[src/rtl/biu_arbiter_pkg.sv]
// ============================================================================
// biu_arbiter_pkg : shared types and constants for the BIU read arbiter
// Revision 1.0
// ============================================================================
`default_nettype none

package biu_arbiter_pkg;

  typedef enum logic [1:0] {
    ST_IDLE  = 2'd0,
    ST_GRANT = 2'd1,
    ST_DRAIN = 2'd2
  } state_e;

  localparam int BIU_DW     = 32;
  localparam int BYTE_SHIFT = 2;

endpackage

`default_nettype wire

[src/rtl/biu_arbiter_if.sv]
// ============================================================================
// biu_arbiter_if : requester-side BIU request/response bus bundle
// Revision 1.0
// ============================================================================
`default_nettype none

interface biu_arbiter_if #(
  parameter int NUM_CLI = 3
);
  import biu_arbiter_pkg::*;

  logic [NUM_CLI-1:0]             cli_req;
  logic [NUM_CLI-1:0][BIU_DW-1:0] cli_addr;
  logic [NUM_CLI-1:0]             cli_vld;
  logic [NUM_CLI-1:0]             cli_rdy;
  logic [BIU_DW-1:0]              cli_rsp_data;
  logic [NUM_CLI-1:0]             cli_rsp_vld;
  logic [NUM_CLI-1:0]             cli_rsp_rdy;

  modport slave (
    input  cli_req, cli_addr, cli_vld, cli_rsp_rdy,
    output cli_rdy, cli_rsp_data, cli_rsp_vld
  );

  modport master (
    output cli_req, cli_addr, cli_vld, cli_rsp_rdy,
    input  cli_rdy, cli_rsp_data, cli_rsp_vld
  );

endinterface

`default_nettype wire

[src/rtl/biu_rsp_fifo.sv]
// ============================================================================
// biu_rsp_fifo : synchronous response FIFO, power-of-two depth, async reset
// Revision 1.0
// ============================================================================
`default_nettype none

module biu_rsp_fifo #(
  parameter int DEPTH = 8,
  parameter int WIDTH = 32
) (
  input  logic                       clk,
  input  logic                       rst_n,
  input  logic                       push,
  input  logic [WIDTH-1:0]           wdata,
  input  logic                       pop,
  output logic [WIDTH-1:0]           rdata,
  output logic                       full,
  output logic                       empty,
  output logic [$clog2(DEPTH):0]     count
);

  localparam int AW = $clog2(DEPTH);
  localparam int CW = AW + 1;

  logic [WIDTH-1:0] r_mem [DEPTH];
  logic [AW-1:0]    r_wr_ptr;
  logic [AW-1:0]    r_rd_ptr;
  logic [CW-1:0]    r_count;

  always_ff @(posedge clk or negedge rst_n) begin
    if (!rst_n) begin
      r_wr_ptr <= '0;
      r_rd_ptr <= '0;
      r_count  <= '0;
    end else begin
      if (push) r_wr_ptr <= r_wr_ptr + AW'(1);
      if (pop)  r_rd_ptr <= r_rd_ptr + AW'(1);
      case ({push, pop})
        2'b10:   r_count <= r_count + CW'(1);
        2'b01:   r_count <= r_count - CW'(1);
        default: r_count <= r_count;
      endcase
    end
  end

  // Storage carries no reset; validity is tracked entirely by the pointers.
  always_ff @(posedge clk) begin
    if (push) r_mem[r_wr_ptr] <= wdata;
  end

  assign rdata = r_mem[r_rd_ptr];
  assign full  = (r_count == CW'(DEPTH));
  assign empty = (r_count == '0);
  assign count = r_count;

  a_no_overflow: assert property (@(posedge clk) disable iff (!rst_n) !(push && full));

endmodule

`default_nettype wire

[src/rtl/biu_arbiter.sv]
// ============================================================================
// biu_arbiter : round-robin burst arbiter of BIU readers onto one memory port
// Revision 1.0
// ============================================================================
`default_nettype none

module biu_arbiter
  import biu_arbiter_pkg::*;
#(
  parameter int NUM_CLI   = 3,
  parameter int MEM_AW    = 14,
  parameter int RD_LAT    = 2,
  parameter int RSP_DEPTH = 8
) (
  input  logic              clk,
  input  logic              rst_n,
  biu_arbiter_if.slave      bus,
  output logic              mem_en,
  output logic [MEM_AW-1:0] mem_addr,
  input  logic [BIU_DW-1:0] mem_rdata
);

  localparam int IW  = (NUM_CLI > 1) ? $clog2(NUM_CLI) : 1;
  localparam int FCW = $clog2(RSP_DEPTH) + 1;
  localparam int CRW = FCW + 1;

  state_e             r_state;
  state_e             w_state_nxt;
  logic [IW-1:0]      r_owner;
  logic [IW-1:0]      r_rr_ptr;
  logic [IW-1:0]      w_pick;
  logic [IW-1:0]      w_idx;
  logic [IW-1:0]      w_owner_inc;
  logic               w_any_req;
  logic [RD_LAT-1:0]  r_lat;
  logic [RD_LAT-1:0]  w_lat_nxt;
  logic [CRW-1:0]     w_inflight;
  logic [CRW-1:0]     w_credit_used;
  logic               w_credit_ok;
  logic               w_issue;
  logic               w_push;
  logic               w_pop;
  logic               w_fifo_full;
  logic               w_fifo_empty;
  logic [FCW-1:0]     w_fifo_cnt;
  logic [BIU_DW-1:0]  w_fifo_rdata;
  logic [NUM_CLI-1:0] w_rdy;
  logic [NUM_CLI-1:0] w_rsp_vld;
  logic               w_unused_addr;

  assign w_any_req = |bus.cli_req;

  // Descending scan so the requester closest at/after rr_ptr wins last.
  always_comb begin
    w_pick = r_rr_ptr;
    w_idx  = '0;
    for (int k = NUM_CLI - 1; k >= 0; k--) begin
      w_idx = IW'((int'(r_rr_ptr) + k) % NUM_CLI);
      if (bus.cli_req[w_idx]) w_pick = w_idx;
    end
  end

  assign w_owner_inc = (r_owner == IW'(NUM_CLI - 1)) ? '0 : r_owner + IW'(1);

  always_comb begin
    w_inflight = '0;
    for (int i = 0; i < RD_LAT; i++) begin
      w_inflight = w_inflight + CRW'(r_lat[i]);
    end
  end

  // Credit covers words already issued but not yet popped, so the FIFO never overflows.
  assign w_credit_used = w_inflight + CRW'(w_fifo_cnt);
  assign w_credit_ok   = (w_credit_used < CRW'(RSP_DEPTH));

  always_comb begin
    w_state_nxt = r_state;
    w_rdy       = '0;
    w_issue     = 1'b0;
    case (r_state)
      ST_IDLE: begin
        if (w_any_req) w_state_nxt = ST_GRANT;
      end
      ST_GRANT: begin
        w_rdy[r_owner] = w_credit_ok;
        w_issue        = bus.cli_vld[r_owner] & w_credit_ok;
        if (!bus.cli_req[r_owner]) w_state_nxt = ST_DRAIN;
      end
      ST_DRAIN: begin
        if ((w_inflight == '0) && w_fifo_empty) w_state_nxt = ST_IDLE;
      end
      default: w_state_nxt = ST_IDLE;
    endcase
  end

  generate
    if (RD_LAT == 1) begin : g_lat_single
      assign w_lat_nxt = w_issue;
    end else begin : g_lat_shift
      assign w_lat_nxt = {r_lat[RD_LAT-2:0], w_issue};
    end
  endgenerate

  always_ff @(posedge clk or negedge rst_n) begin
    if (!rst_n) begin
      r_state  <= ST_IDLE;
      r_owner  <= '0;
      r_rr_ptr <= '0;
      r_lat    <= '0;
    end else begin
      r_state <= w_state_nxt;
      r_lat   <= w_lat_nxt;
      if ((r_state == ST_IDLE) && w_any_req) r_owner <= w_pick;
      if ((r_state == ST_DRAIN) && (w_state_nxt == ST_IDLE)) r_rr_ptr <= w_owner_inc;
    end
  end

  assign w_push = r_lat[RD_LAT-1];

  always_comb begin
    w_rsp_vld          = '0;
    w_rsp_vld[r_owner] = ~w_fifo_empty;
  end

  assign w_pop = |(w_rsp_vld & bus.cli_rsp_rdy);

  biu_rsp_fifo #(
    .DEPTH (RSP_DEPTH),
    .WIDTH (BIU_DW)
  ) u_rsp_fifo (
    .clk   (clk),
    .rst_n (rst_n),
    .push  (w_push),
    .wdata (mem_rdata),
    .pop   (w_pop),
    .rdata (w_fifo_rdata),
    .full  (w_fifo_full),
    .empty (w_fifo_empty),
    .count (w_fifo_cnt)
  );

  assign mem_en   = w_issue;
  assign mem_addr = w_issue ? bus.cli_addr[r_owner][MEM_AW+BYTE_SHIFT-1:BYTE_SHIFT] : '0;

  assign bus.cli_rdy      = w_rdy;
  assign bus.cli_rsp_vld  = w_rsp_vld;
  assign bus.cli_rsp_data = w_fifo_empty ? '0 : w_fifo_rdata;

  assign w_unused_addr = ^{bus.cli_addr, w_fifo_full};

endmodule

`default_nettype wire

[src/flat_wrapper.sv]
// flat-port wrapper written by rule: the top's interface ports become plain ports
module biu_arbiter_flat import biu_arbiter_pkg::*;
#(
  parameter int NUM_CLI   = 3,
  parameter int MEM_AW    = 14,
  parameter int RD_LAT    = 2,
  parameter int RSP_DEPTH = 8
)
  (clk, rst_n, mem_en, mem_addr, mem_rdata, bus_cli_req, bus_cli_addr, bus_cli_vld, bus_cli_rsp_rdy, bus_cli_rdy, bus_cli_rsp_data, bus_cli_rsp_vld);
  biu_arbiter_if #(.NUM_CLI(NUM_CLI)) bus_i ();
  input  logic clk;
  input  logic rst_n;
  output logic mem_en;
  output logic [MEM_AW-1:0] mem_addr;
  input  logic [BIU_DW-1:0] mem_rdata;
  input wire logic [$bits(bus_i.cli_req)-1:0] bus_cli_req;
  input wire logic [$bits(bus_i.cli_addr)-1:0] bus_cli_addr;
  input wire logic [$bits(bus_i.cli_vld)-1:0] bus_cli_vld;
  input wire logic [$bits(bus_i.cli_rsp_rdy)-1:0] bus_cli_rsp_rdy;
  output wire logic [$bits(bus_i.cli_rdy)-1:0] bus_cli_rdy;
  output wire logic [$bits(bus_i.cli_rsp_data)-1:0] bus_cli_rsp_data;
  output wire logic [$bits(bus_i.cli_rsp_vld)-1:0] bus_cli_rsp_vld;
  assign bus_i.cli_req = bus_cli_req;
  assign bus_i.cli_addr = bus_cli_addr;
  assign bus_i.cli_vld = bus_cli_vld;
  assign bus_i.cli_rsp_rdy = bus_cli_rsp_rdy;
  assign bus_cli_rdy = bus_i.cli_rdy;
  assign bus_cli_rsp_data = bus_i.cli_rsp_data;
  assign bus_cli_rsp_vld = bus_i.cli_rsp_vld;
  biu_arbiter #(.NUM_CLI(NUM_CLI), .MEM_AW(MEM_AW), .RD_LAT(RD_LAT), .RSP_DEPTH(RSP_DEPTH)) u_core (.clk(clk), .rst_n(rst_n), .bus(bus_i), .mem_en(mem_en), .mem_addr(mem_addr), .mem_rdata(mem_rdata));
endmodule
[config.mk]
export PLATFORM = sky130hd
export DESIGN_NAME = biu_arbiter_flat
export DESIGN_NICKNAME = d
export VERILOG_FILES = /design/src/rtl/biu_arbiter_pkg.sv /design/src/rtl/biu_arbiter_if.sv /design/src/rtl/biu_rsp_fifo.sv /design/src/rtl/biu_arbiter.sv /design/src/flat_wrapper.sv
export SDC_FILE = /design/constraint.sdc
export NUM_CORES = 1
export LEC_CHECK = 0
export BUFFER_PORTS_ARGS = -buffer_cell sky130_fd_sc_hd__buf_4
export CORE_MARGIN = 10
export CORE_UTILIZATION = 56
export DETAILED_ROUTE_END_ITERATION = 7
export GPL_TIMING_DRIVEN = 0
export HOLD_SLACK_MARGIN = 0.05
export PLACE_DENSITY = 0.9
export SYNTH_ARGS = -nofsm -noshare
export SYNTH_HDL_FRONTEND = slang
export SYNTH_SLANG_ARGS = --single-unit
[constraint.sdc]
create_clock -name clk -period 4.58 [get_ports clk]
set_input_delay 0.229 -clock clk [delete_from_list [all_inputs] [get_ports clk]]
set_output_delay 0.229 -clock clk [all_outputs]
set_load 0.01 [all_outputs]
* Word-level counts from Yosys, hierarchy flattened
Memory sizes are Yosys's and may differ from the RTL's. Cells that the tools add are included.
Storage, ports and cells: register bits after elaboration 18, RAM bits 256, bits of input ports 139, output and inout bits 53, logic and storage cells 76, memories 1
Operators by class: add/subtract/negate cells 9, div/mod/pow operators 3, $lt $le $gt $ge 6, eq/ne operators 5, multiplexer cells 29, bitwise logic cells 5, reductions and logical operators 11
Memory list:
- u_core.u_rsp_fifo.r_mem | words 8, width 32, read ports 1, clocked after Yosys merged registers in 0, write ports 1, RTL line biu_rsp_fifo.sv:25 | logic [WIDTH-1:0] r_mem [DEPTH];
Operators with widths (number):
- $bmux W32 S2 | 1
- $mod A32 B3 Y32 const B | 2
- $mod A3 B3 Y32 const B | 1
- $mux W32 | 1
- $mux W16 | 1
- $mux W14 | 1
- $mux W2 | 7
- $lt A2 B3 Y1 const B | 4
- $bmux W1 S2 | 5
- $and A3 B3 Y3 | 3
- $mux W1 | 9
- $pmux W4 S2 | 1
- $add A3 B1 Y3 const B | 2
- $eq A2 B2 Y1 const B | 3
- $pmux W2 S3 | 1
- $reduce_or A3 Y1 | 2
- $add A5 B4 Y5 | 1
- $logic_not A5 Y1 | 1
- $lt A5 B4 Y1 const B | 1
- $add A4 B1 Y4 const B | 1
- $eq A2 B1 Y1 const B | 2
- $logic_and A1 B1 Y1 | 4
- $logic_not A2 Y1 | 2
- $logic_not A4 Y1 | 1
- other kinds (11) | 11

* Logic depth before layout (Yosys ltp)
word-level depth 9, mapped depth 10, depth with buffers taken out 9

* Cells and area by module
A second synthesis with hierarchy kept.
Unflattened totals: cells, all modules 610, area total of the unflattened synthesis 11537.3 um^2
By module, submodules not included:
- biu_rsp_fifo | times used 1, cells each 424, area an instance 10207.3 um^2, seq. area each 7937.6 um^2
- biu_arbiter | times used 1, cells each 186, area an instance 1330.0 um^2, seq. area each 200.2 um^2

* Least setup slack after synthesis
Ideal clock, no wire load.
path type register to register, from reg u_core.u_rsp_fifo.r_wr_ptr[2], to mem u_core.u_rsp_fifo.r_mem[0][0] (enable), library setup time 461 ps, data arrival time 2780 ps, data required time 4119 ps, setup slack 1339 ps, stages on the path, launching flop included 3, path buffers 0, clock period less this slack 3241 ps, cells stage by stage dfrtp_1 > nand2b_1 > nor3_1
RTL lines:
- start, declared | RTL line biu_rsp_fifo.sv:26 | logic [AW-1:0] r_wr_ptr;
- start signal, assigned | RTL line biu_rsp_fifo.sv:36 | if (push) r_wr_ptr <= r_wr_ptr + AW'(1);
- end, declared | RTL line biu_rsp_fifo.sv:25
No word-level cell before the write port.

* Worst setup path after layout
from reg u_core.r_lat[1], to out mem_en
Between the ends: longest elaborated chain between the ends 5
Ends and longest elaborated chain:
- start, declared | RTL line biu_arbiter.sv:35 | logic [RD_LAT-1:0] r_lat;
- start signal, assigned | RTL line biu_arbiter.sv:112 | r_lat <= w_lat_nxt;
- $add A1 B1 Y2 | RTL line biu_arbiter.sv:68 | w_inflight = w_inflight + CRW'(r_lat[i]);
- $add A5 B4 Y5 | RTL line biu_arbiter.sv:73 | assign w_credit_used = w_inflight + CRW'(w_fifo_cnt);
- $lt A5 B4 Y1 | RTL line biu_arbiter.sv:74 | assign w_credit_ok = (w_credit_used < CRW'(RSP_DEPTH));
- $and A1 B1 Y1 | RTL line biu_arbiter.sv:86 | w_issue = bus.cli_vld[r_owner] & w_credit_ok;
- $mux W1 | RTL line biu_arbiter.sv:80 | case (r_state)
- end, declared | RTL line flat_wrapper.sv:13 | output logic mem_en;
Every way passes these cells.

==> results_tabular.tex <==
\begin{tabular}{lr}
\hline
Metric & Value \\
\hline
\multicolumn{2}{l}{\textbf{Finish}} \\
\quad Synth-to-Final Area Change & 23.7\% \\
\quad Post-layout nets & 957 \\
\quad Number of filler instances in the final layout & 1205 \\
\quad Design area & 14100 um2 \\
\quad Fraction of final layout cells sized beyond drive strength 1 & 0.365 \\
\multicolumn{2}{l}{\textbf{Floorplan}} \\
\quad Core region area & 20100 um2 \\
\quad Initial Utilization & 0.566 \\
\quad Chip Width & 163 um \\
\quad Placement Rows & 52 \\
\quad Ports placed on the boundary & 192 \\
\quad Overall die height & 163 um \\
\quad Die Area & 26400 um2 \\
\multicolumn{2}{l}{\textbf{Critical path}} \\
\quad WP data arrival & 2620 ps \\
\quad List of cells traversed by the critical path & ha\_1 -> ha\_1 -> a31o\_1 -> a211o\_1 -> buf\_2 -> buf\_6 -> nor2\_1 -> buf\_4 \\
\quad Reg2Reg Setup Slack & 2100 ps \\
\quad Kind of capture point of the worst setup path & output port \\
\quad Kind of critical path & reg -> out \\
\quad Highest fanout seen on the critical path & 10 \\
\quad Biggest cell delay along the critical path & 460 ps \\
\quad Reg2Reg Depth & 9 \\
\quad Critical-path top delay cell & dfrtp\_1 \\
\quad Cell repeated most along the worst path & ha\_1 \\
\quad Cell class contributing the biggest share of worst-path delay & adder cells \\
\quad Startpoint of the most critical register-to-register path & u\_core.r\_owner[1] \\
\quad Capture point of the worst reg-to-reg path & u\_core.u\_rsp\_fifo.count[3] \\
\quad Type of element launching the critical path & flip-flop \\
\quad CP Data Required Time & 4350 ps \\
\quad Count of buffer and inverter cells on the critical path & 3 \\
\multicolumn{2}{l}{\textbf{Run}} \\
\quad Max-cap viol count & 0 \\
\multicolumn{2}{l}{\textbf{Routing}} \\
\quad DR vias/cell & 6.03 \\
\quad Drt total wl & 26900 um \\
\quad Violation count after the first detailed-routing iteration & 590 \\
\quad Number of nets with antenna violations after detailed routing & 0 \\
\quad DRC violations left & 0 \\
\quad Vias & 6603 \\
\quad Detail-routed net length per standard cell & 24.5 um \\
\quad Pre-antenna DRT Iters & 5 \\
\multicolumn{2}{l}{\textbf{Synthesis}} \\
\quad Net count after synthesis & 749 \\
\quad Number of flip-flops and latches in the synthesized netlist & 274 \\
\quad Post-synth top flop & edfxtp\_1 \\
\quad Dominant cell by count in the synthesized netlist & edfxtp\_1 \\
\quad Number of enable-type register cells in the synthesized netlist & 256 \\
\quad Area share of the largest cell type after synthesis & 0.676 \\
\quad Most instantiated cells after synthesis & edfxtp\_1, mux4\_2, nor2\_1 \\
\quad Most area-hungry cell type in the Yosys netlist & edfxtp\_1 \\
\quad Largest cells by area after synthesis & edfxtp\_1, mux4\_2, dfrtp\_1 \\
\quad Total standard cell area after synthesis & 11400 um2 \\
\quad Synth warn & 0 \\
\quad Syn avg cell area & 19.0 um2 \\
\quad Share of synthesized area occupied by flip-flops and latches & 0.716 \\
\quad Synth async-reset ratio & 0.0657 \\
\quad Number of instances in the synthesized netlist & 599 \\
\quad Synth unique cells & 47 \\
\multicolumn{2}{l}{\textbf{CTS}} \\
\quad Register clock-pin slew on the reported worst setup and hold paths & 60 ps \\
\quad Number of buffers between clock root and the deepest sink & 3 \\
\quad Number of CTS-inserted buffers & 25 \\
\quad TritonCTS clock tree & built \\
\quad CTS H-tree lvls & 1 \\
\quad Clock Sink Count & 274 \\
\quad Root cell of the clock tree & clkbuf\_16 \\
\quad Clk\_lat worst skew & 520 ps \\
\quad Quantity of gates resized following cts & 0 \\
\quad Setup bufs post-CTS & 0 \\
\multicolumn{2}{l}{\textbf{GRT}} \\
\quad Peak-usage layer in the global routing report & met2 \\
\quad Global route total overflow & 0 \\
\quad Global Route Usage Sum & 0.199 \\
\quad Number of global-route vias before repair & 6850 \\
\quad Global-route met3 utilization & 0.0468 \\
\quad Met2 demand-to-capacity share in global routing & 0.334 \\
\quad Pin count of the biggest net entering global routing & 27 \\
\quad Wire length of the first global-routing pass & 40500 um \\
\quad Initial antenna violation count & 1 \\
\quad M1 GR Usage & 0.246 \\
\multicolumn{2}{l}{\textbf{Placed design}} \\
\quad Routability congestion estimate & 0.874 \\
\quad \# port buffers & 136 \\
\quad Post-detailed-placement half-perimeter wirelength & 17000 um \\
\quad Area after DPL & 13000 um2 \\
\multicolumn{2}{l}{\textbf{Power and ir drop}} \\
\quad Leakage & 5.03 nW \\
\quad Pwr Density & 587 nW/um2 \\
\quad Worst supply voltage drop on vdd & 0.469 mV \\
\multicolumn{2}{l}{\textbf{Timing}} \\
\quad Least-Margin Pin Slew & 1080 ps \\
\quad Pins over their slew limit & 0 \\
\quad Final worst path period share & 0.622 \\
\quad Setup skew after layout & 12.6 ps \\
\quad Post-layout min period & 2850 ps \\
\quad Slew HR & 0.279 \\
\quad Setup violation total in the final timing report & 0 \\
\quad TNS Setup & 0 ps \\
\quad Final count of hold timing violations & 0 \\
\quad RSZ-0062 raised after global routing & no \\
\quad Timing-limited maximum frequency & 351 MHz \\
\multicolumn{2}{l}{\textbf{Worst hold path}} \\
\quad Worst min-delay path category & in -> async \\
\multicolumn{2}{l}{\textbf{Outcome}} \\
\quad Outcome & finished, final reports clean \\
\hline
\end{tabular}
how the worst max path moves through the flow:
stage,slack [ps],depth (start not counted),to,startpoint
after floorplan,1340,2,u_core.u_rsp_fifo.r_mem[0][0],u_core.u_rsp_fifo.r_wr_ptr[2]
after global placement,-780,2,u_core.u_rsp_fifo.r_mem[0][17],u_core.r_lat[1]
after detailed placement,2070,9,u_core.u_rsp_fifo.count[3],u_core.r_owner[1]
after CTS,1710,8,mem_en,u_core.r_lat[1]
after global routing,1610,8,mem_en,u_core.r_lat[1]
final,1730,8,mem_en,u_core.r_lat[1]
metrics by stage:
stage / utilization / total power, mW / std cells / worst slack, ps / hold slack [ps]
5_1_grt: 0.700 / 8.62 / 1095 / 1610 / 189
3_5_place_dp: 0.647 / 6.34 / 1017 / 2070 / 114
6_report: 0.700 / 8.25 / 1095 / 1730 / 158
3_3_place_gp: 0.633 / 6.20 / 1005 / -779 / 110
2_1_floorplan: - / 5.15 / 599 / 1340 / -66.6
4_1_cts: 0.700 / 8.26 / 1094 / 1710 / 153
logic make-up (layout without fill, tap and decap cells):
kind of cell | Yosys count | after routing | synth area share
other | 0 | 1 | 0
AO/OA/AOI/OAI | 43 | 43 | 0.0281
AND/OR/NAND/NOR | 101 | 101 | 0.0403
multiplexers | 116 | 116 | 0.174
buffers and inverters | 48 | 273 | 0.0245
adder cells (fa/ha/maj) | 11 | 11 | 0.0128
flip-flops | 274 | 274 | 0.716
XOR/XNOR | 6 | 6 | 0.00462
metal layers:
layer	vias to the layer above	part of all wire
li1	2815	-
met1	3321	0.37
met2	394	0.50
met3	73	0.095
met4	0	0.032
met5	-	0
what timing repair did:
item	in CTS	in global routing
endpoints found under the setup margin	0	0
hold buffers	33	0
endpoints found under the hold margin	274	0
cell type report:
type,instances,area (um2),share of cell area
Antenna cell,1,2.50,0.000178
Buffer,36,234,0.0166
Clock buffer,36,687,0.0488
Clock inverter,8,45.0,0.00320
Inverter,12,45.0,0.00320
Multi-Input combinational cell,277,3010,0.214
Sequential cell,274,8140,0.579
Tap cell,270,338,0.0240
Timing Repair Buffer,181,1570,0.111
layout by cell type, fill, tap and decap left out, types with 5 or more instances in the layout:
master / synthesis / routed
a22oi_1: 14 / 14
buf_2: 19 / 19
buf_4: 2 / 139
buf_6: 6 / 9
clkbuf_1: 7 / 16
clkbuf_16: 0 / 25
dfrtp_1: 18 / 18
dlygate4sd3_1: 0 / 33
edfxtp_1: 256 / 256
ha_1: 10 / 10
inv_1: 12 / 12
mux2_2: 15 / 15
mux2i_1: 36 / 36
mux4_2: 64 / 64
nand2_1: 14 / 14
nand2b_1: 7 / 7
nor2_1: 61 / 55
nor2_4: 0 / 6
nor3_1: 7 / 5
o21ai_0: 6 / 6
power by group:
| group | internal, mW | total (mW) | switching (mW) |
|---|---|---|---|
| Clock | 1.04 | 1.90 | 0.862 |
| Combinational | 1.57 | 3.27 | 1.71 |
| Sequential | 2.95 | 3.08 | 0.130 |
sequential cells by signal, summed over array words and instances, names as in the netlist:
signal,count
u_core.u_rsp_fifo.r_mem,256
u_core.u_rsp_fifo.count,4
u_core.u_rsp_fifo.r_rd_ptr,3
u_core.u_rsp_fifo.r_wr_ptr,3
u_core.r_lat,2
u_core.r_owner,2
u_core.r_rr_ptr,2
u_core.r_state,2
Note: power is estimated with default switching activity, not from simulation.
